$ cat src/rtl/cache_pmem_arbiter.sv
// Round-robin arbiter sharing one line-wide memory port between I- and D-cache.
// One whole line transaction is granted at a time; responses go to the owner only.
module cache_pmem_arbiter #(
   parameter int ADDR_W  = 32,
   parameter int LINE_W  = 256,
   parameter int TIMEOUT = 1024
) (
   input  logic              clk,
   input  logic              rst,
   input  logic              i_read,
   input  logic [ADDR_W-1:0] i_address,
   output logic [LINE_W-1:0] i_rdata,
   output logic              i_resp,
   input  logic              d_read,
   input  logic              d_write,
   input  logic [ADDR_W-1:0] d_address,
   input  logic [LINE_W-1:0] d_wdata,
   output logic [LINE_W-1:0] d_rdata,
   output logic              d_resp,
   output logic              pmem_read,
   output logic              pmem_write,
   output logic [ADDR_W-1:0] pmem_address,
   output logic [LINE_W-1:0] pmem_wdata,
   input  logic [LINE_W-1:0] pmem_rdata,
   input  logic              pmem_resp,
   output logic              err_timeout
);

   localparam int CW = (TIMEOUT > 0) ? $clog2(TIMEOUT + 1) : 1;
   localparam logic [CW-1:0] TO = CW'(TIMEOUT);

   typedef enum logic [1:0] {
      IDLE    = 2'd0,
      SERVE_I = 2'd1,
      SERVE_D = 2'd2
   } state_t;

   state_t            state_q, state_d;
   logic              last_d_q, last_d_d;
   logic              rd_q, rd_d;
   logic              wr_q, wr_d;
   logic [ADDR_W-1:0] addr_q, addr_d;
   logic [LINE_W-1:0] wdata_q, wdata_d;
   logic [CW-1:0]     cnt_q, cnt_d;
   logic [CW-1:0]     cnt_inc;
   logic              err_q, err_d;
   logic              i_req, d_req, pick_i;

   assign i_req   = i_read;
   assign d_req   = d_read | d_write;
   // I wins a tie only when D had the previous tie-break
   assign pick_i  = i_req & (~d_req | last_d_q);
   assign cnt_inc = cnt_q + 1'b1;

   always_comb begin
      state_d  = state_q;
      last_d_d = last_d_q;
      rd_d     = rd_q;
      wr_d     = wr_q;
      addr_d   = addr_q;
      wdata_d  = wdata_q;
      cnt_d    = cnt_q;
      err_d    = err_q;
      unique case (state_q)
         IDLE: begin
            if (i_req | d_req) begin
               cnt_d = '0;
               if (i_req & d_req) last_d_d = ~pick_i;
               if (pick_i) begin
                  state_d = SERVE_I;
                  rd_d    = 1'b1;
                  wr_d    = 1'b0;
                  addr_d  = i_address;
               end else begin
                  state_d = SERVE_D;
                  rd_d    = ~d_write;
                  wr_d    = d_write;
                  addr_d  = d_address;
                  wdata_d = d_wdata;
               end
            end
         end
         SERVE_I, SERVE_D: begin
            if (pmem_resp) begin
               state_d = IDLE;
               rd_d    = 1'b0;
               wr_d    = 1'b0;
            end else if (cnt_q != TO) begin
               // saturates at TO; TIMEOUT=0 never leaves zero
               cnt_d = cnt_inc;
               err_d = err_q | (cnt_inc == TO);
            end
         end
         default: state_d = IDLE;
      endcase
   end

   always_ff @(posedge clk) begin
      if (rst) begin
         state_q  <= IDLE;
         last_d_q <= 1'b1;
         rd_q     <= 1'b0;
         wr_q     <= 1'b0;
         addr_q   <= '0;
         wdata_q  <= '0;
         cnt_q    <= '0;
         err_q    <= 1'b0;
      end else begin
         state_q  <= state_d;
         last_d_q <= last_d_d;
         rd_q     <= rd_d;
         wr_q     <= wr_d;
         addr_q   <= addr_d;
         wdata_q  <= wdata_d;
         cnt_q    <= cnt_d;
         err_q    <= err_d;
      end
   end

   assign pmem_read    = rd_q;
   assign pmem_write   = wr_q;
   assign pmem_address = addr_q;
   assign pmem_wdata   = wdata_q;
   assign err_timeout  = err_q;
   assign i_rdata      = pmem_rdata;
   assign d_rdata      = pmem_rdata;
   assign i_resp       = (state_q == SERVE_I) & pmem_resp & ~rst;
   assign d_resp       = (state_q == SERVE_D) & pmem_resp & ~rst;

endmodule

$ cat config.mk
export PLATFORM = sky130hd
export DESIGN_NAME = cache_pmem_arbiter
export DESIGN_NICKNAME = d
export VERILOG_FILES = /design/src/rtl/cache_pmem_arbiter.sv
export SDC_FILE = /design/constraint.sdc
export NUM_CORES = 1
export LEC_CHECK = 0
export ABC_AREA = 1
export CAP_MARGIN = 5
export CORE_AREA = 2 2 535 537
export DETAILED_ROUTE_END_ITERATION = 8
export DIE_AREA = 0 0 537 539
export DONT_BUFFER_PORTS = 1
export MAX_ROUTING_LAYER = met4
export PLACE_DENSITY = 0.3
export SLEW_MARGIN = 20
export SYNTH_ARGS = -nofsm -noshare
export SYNTH_HDL_FRONTEND = slang
export SYNTH_SLANG_ARGS = --single-unit
$ cat constraint.sdc
create_clock -name clk -period 5.2 [get_ports clk]
set_clock_uncertainty 0.2 [all_clocks]
set_input_delay 0.52 -clock clk [delete_from_list [all_inputs] [get_ports clk]]
set_output_delay 0.52 -clock clk [all_outputs]
set_load 0.03 [all_outputs]
==> results of run 1 <==
timing repair:
| item | CTS | global route |
|---|---|---|
| setup buffers | 0 | 0 |
| endpoints found under the hold margin | 305 | 0 |
| resized for setup | 0 | 0 |
| hold buffers | 310 | 0 |
per-layer routing:
layer,global-route usage (%)
met1,5.96
met3,14.4
met2,19.5
met4,3.94
met5,-
logic make-up after synthesis:
logic type      Yosys count  synth area share [%]
simple gates            713                  18.2
fa+ha+maj                 5                 0.414
flops                   305                  40.4
buf+inv                 671                  29.9
compound gates          313                  11.0
xor+xnor                  2                 0.116
synthesized netlist by cell type, types with 2 or more instances:
cell | number | area [um2]
inv_2 | 4 | 15.0
o211ai_1 | 32 | 240
buf_1 | 3 | 11.3
nor2_1 | 536 | 2010
dfxtp_1 | 305 | 6110
o21ai_1 | 2 | 10.0
o21bai_1 | 2 | 15.0
ha_1 | 5 | 62.6
nand2_1 | 127 | 477
clkbuf_1 | 44 | 165
buf_2 | 54 | 270
buf_4 | 515 | 3870
a21oi_1 | 17 | 85.1
nor3_1 | 2 | 10.0
nand3_1 | 46 | 230
inv_1 | 49 | 184
xor2_1 | 2 | 17.5
o21ai_0 | 257 | 1290
clkinv_1 | 2 | 7.51
metrics by stage:
step	area (um2)	utilization, %	hold slack, ns	cells	setup slack (ns)
4_1_cts	20300	7.16	0.0100	5559	1.98
3_5_place_dp	15700	5.53	0.287	5168	2.26
5_1_grt	20400	7.17	0.0974	5569	1.80
3_3_place_gp	15700	5.53	0.276	5168	2.28
2_1_floorplan	15100	-	0.261	2009	3.18
==> metrics.txt, run 1 <==
outcome=aborted with a tool error; Halt Stage=detailed routing (5_2_route); stop err=[ERROR DRT-0255] Maze Route cannot find path of net pmem_rdata[234] in worker of routeBox ( 483000 96600 ) ( 537000 144900 ).; average size of a mapped cell=7.53 um2; IO Port Bufs=0; register area share after synthesis=40.4%; Num CTS Buffers=44; chip width=537 um; distinct cell type count after synthesis=24; Yosys Warn Count=0; first-pass GRT wire length=194 mm; initial antenna violation count=81; die height=539 um; EDFF count, synth=0; DP HPWL=149 mm; syn_nets=2596; Cells after Synth=2009; gpl congestion=0.816; maximum root-to-sink buffer count=3; synthesized area=0.0151 mm2; total congestion overflow=0; dominant synthesized flop cell=dfxtp_1; Total GRT Usage=11.5%; pin count of the biggest net entering global routing=143; I/O pins=1387; vias in the first global route=12538; CTS Sinks=305; CTS H-Tree Depth=2; Root Driver=clkbuf_16; synthesized flop and latch total=305; Row Count=196; Initial Utilization=5.32%; asr flop ratio synth=0%
==> run 2: changes to the inputs <==
CORE_AREA = 2 2 534 536   (was 2 2 535 537)
DIE_AREA = 0 0 536 538   (was 0 0 537 539)
MAX_ROUTING_LAYER = default   (was met4)
PLACE_DENSITY = default   (was 0.3)
PLACE_DENSITY_LB_ADDON = 0.15   (was default)
==> run 2 against run 1 <==
The run now ends clean. Global-route usage shrank 1.7 points. Area after synthesis is the same. Synthesized cell count is the same.
==> metrics.txt, run 2 <==
Cell Count, Final, Fillers Out=5571; Cells after Synth=2009 (unchanged); slowest stage cell, crit path=dlygate4sd3_1; number of max-cap violations=0; Hold Path Origin=i_address[28]; critical path required time=5.62 ns; total congestion overflow=0 (unchanged); CTS H-Tree Depth=2 (unchanged); die height=538 um (was 539 um); dominant cell type by area after synthesis=dfxtp_1 (unchanged); Yosys Warn Count=0 (unchanged); Fmax achieved=328 MHz; die area=0.288 mm2; CP Data Arrival Time=3.47 ns; final hold vios=0; dominant synthesized flop cell=dfxtp_1 (unchanged); cell mode on critical path=dlygate4sd3_1; remaining antenna violation count after routing=0; period utilization=58.6%; critical-path maximum fanout=42; average size of a mapped cell=7.53 um2 (unchanged); EDFF count, synth=0 (unchanged); synthesized area=0.0151 mm2 (unchanged); Hold EP=pmem_address[28]; asr flop ratio synth=0% (unchanged); distinct cell type count after synthesis=24 (unchanged); Total GRT Usage=9.71% (was 11.5%); top cell type's share of synthesized area=40.4% (unchanged); drt via density=2.19; Top Family by Delay on Critical Path=buffers and inverters; TritonCTS clock tree=built; total placed cells including tap cells=5172 (was 5168); Worst setup EP type=flip-flop; unrepaired setup endpoints after global routing=no; Initial Utilization=5.34% (was 5.32%); most frequent cells in the layout=536 x nor2_1, 305 x dfxtp_1, 299 x dlygate4sd3_1; DP HPWL=127 mm (was 149 mm); Slew HR=28.9%; CP startpoint kind=input pin; Crit Reg-Reg Startpoint=state_q[0]; register area share after synthesis=40.4% (unchanged); CTS Sinks=305 (unchanged); Worst R2R Path Depth=9; Worst-Margin Slew=1.06 ns; final setup vio count=0; final layout net count=2347; crit path cell chain=dlygate4sd3_1 -> nor2_2 -> inv_2 -> o21ai_2 -> clkinv_2 -> buf_4 -> nand3_1 -> dlygate4sd3_1 -> o211ai_1 -> inv_1; Clock Latency Late Sink=0.64 ns; wire per inst=26.4 um; maximum root-to-sink buffer count=3 (unchanged); share of post-route cells with drive strength above 1=5.95%; PD cells=452 mW/mm2; chip width=536 um (was 537 um); CP max stage delay=0.63 ns; Detailed Routing Iterations Pass 1=4; drt drc=0; first-pass GRT wire length=174 mm (was 194 mm); Row Count=196 (unchanged); total number of vias=12198; Final Critical Period=3.05 ns; Crit Path Class=input pin to flip-flop; top-count cell post-synth=nor2_1 (unchanged); CTS clk-pin slew, worst paths=0.06 ns; Hold WC Path Type=input pin to flip-flop; synthesized flop and latch total=305 (unchanged); Root Driver=clkbuf_16 (unchanged); Setup TNS=0 ns; top cells by count, synth=536 x nor2_1, 515 x buf_4, 305 x dfxtp_1 (unchanged); pin count of the biggest net entering global routing=144 (was 143); most common cell after layout, fill and taps aside=nor2_1; I/O pins=1387 (unchanged); IO Port Bufs=0 (unchanged); Pleak=7.01 nW; Initial DRC Count=457; Buf+Inv Stages, Crit Path=6; Setup crit start=d_write; Max VDD drop=221 uV; outcome=finished, final reports clean (was aborted with a tool error); max reg flops=256; Num CTS Buffers=49 (was 44); final WL=147 mm; postcts setup bufs=0 (unchanged); hold depth=4; synth top area cells=dfxtp_1 40%, buf_4 26%, nor2_1 13% (unchanged); initial antenna violation count=50 (was 81); gpl congestion=0.781 (was 0.816); filler cell count=33289; syn_nets=2596 (unchanged); Reg2Reg Setup Slack=2.19 ns; vias in the first global route=12537 (was 12538); Worst R2R End=pmem_address[11]; Core Region=0.283 mm2; P&R area growth vs syn=35.3%; Slew Limit Fails=0
-- run 2: layer usage --
metal	vias up	GRT usage (%)	part of all wire (%)
li1	5344	-	-
met1	5294	6.00	21
met2	1372	17.9	51
met3	184	11.0	25
met4	4	2.07	2.5
met5	-	0.132	0.018
-- run 2: where the power goes --
group	switching (W)	leakage [nW]	internal (W)
combinational	0.00102	3.65	0.000490
clock	0.00142	0.838	0.00221
sequential	0.00134	2.53	0.00277
-- run 2: logic make-up (layout without fill, tap and decap cells) --
logic type | count (synthesis) | count (layout) | synth area share, %
buffers and inverters | 671 | 460 | 29.9
flip-flops | 305 | 305 | 40.4
adder cells (fa/ha/maj) | 5 | 5 | 0.414
XOR/XNOR | 2 | 2 | 0.116
AO/OA/AOI/OAI | 313 | 313 | 11.0
other | 0 | 11 | 0
AND/OR/NAND/NOR | 713 | 713 | 18.2
-- run 2: how the worst max path moves through the flow --
| stage | cells past startpoint | end |
|---|---|---|
| 2_1_floorplan | 3 | d_resp |
| 3_3_place_gp | 8 | pmem_wdata[252] |
| 3_5_place_dp | 8 | pmem_wdata[252] |
| 4_1_cts | 9 | pmem_address[11] |
| 5_1_grt | 9 | pmem_address[11] |
| 6_report | 10 | pmem_address[11] |
-- run 2: repair_timing --
| item | CTS | global route |
|---|---|---|
| endpoints found under the setup margin | 0 | 0 |
| resized for setup | 0 | 0 |
| endpoints found under the hold margin | 297 | 0 |
| hold buffers | 299 | 0 |
-- run 2: through the flow --
step           area [um2]  power [W]  hold WS [ns]  worst slack (ns)  util, %
6_report            20500    0.00925         0.101              2.15     7.22
5_1_grt             20400    0.00983        0.0811              1.98     7.21
4_1_cts             20400    0.00961      0.000503              2.16     7.21
3_5_place_dp        15700    0.00550         0.285              2.26     5.55
3_3_place_gp        15700    0.00553         0.284              2.25     5.55
2_1_floorplan       15100    0.00537         0.261              3.18        -
-- run 2: layout make-up --
type	count	area (um2)	area share [%]
flip-flops and latches	305	6110	29.8
repair buffers	316	3180	15.6
clock buffers	70	1440	7.02
well taps	3762	4710	23.0
inverters	55	223	1.09
multi-input cells	1033	4500	22.0
diodes	11	27.5	0.135
clock inverters	19	279	1.36
-- run 2: worst register-to-register path, delay by kind of cell, from the launching register on --
family / cells / cell delay (ns)
AO/OA/AOI/OAI: 2 / 0.22
adder cells (fa/ha/maj): 1 / 0.25
buffers and inverters: 5 / 1.68
flip-flops: 1 / 0.32
AND/OR/NAND/NOR: 1 / 0.27
(Power assumes the default switching activity.)
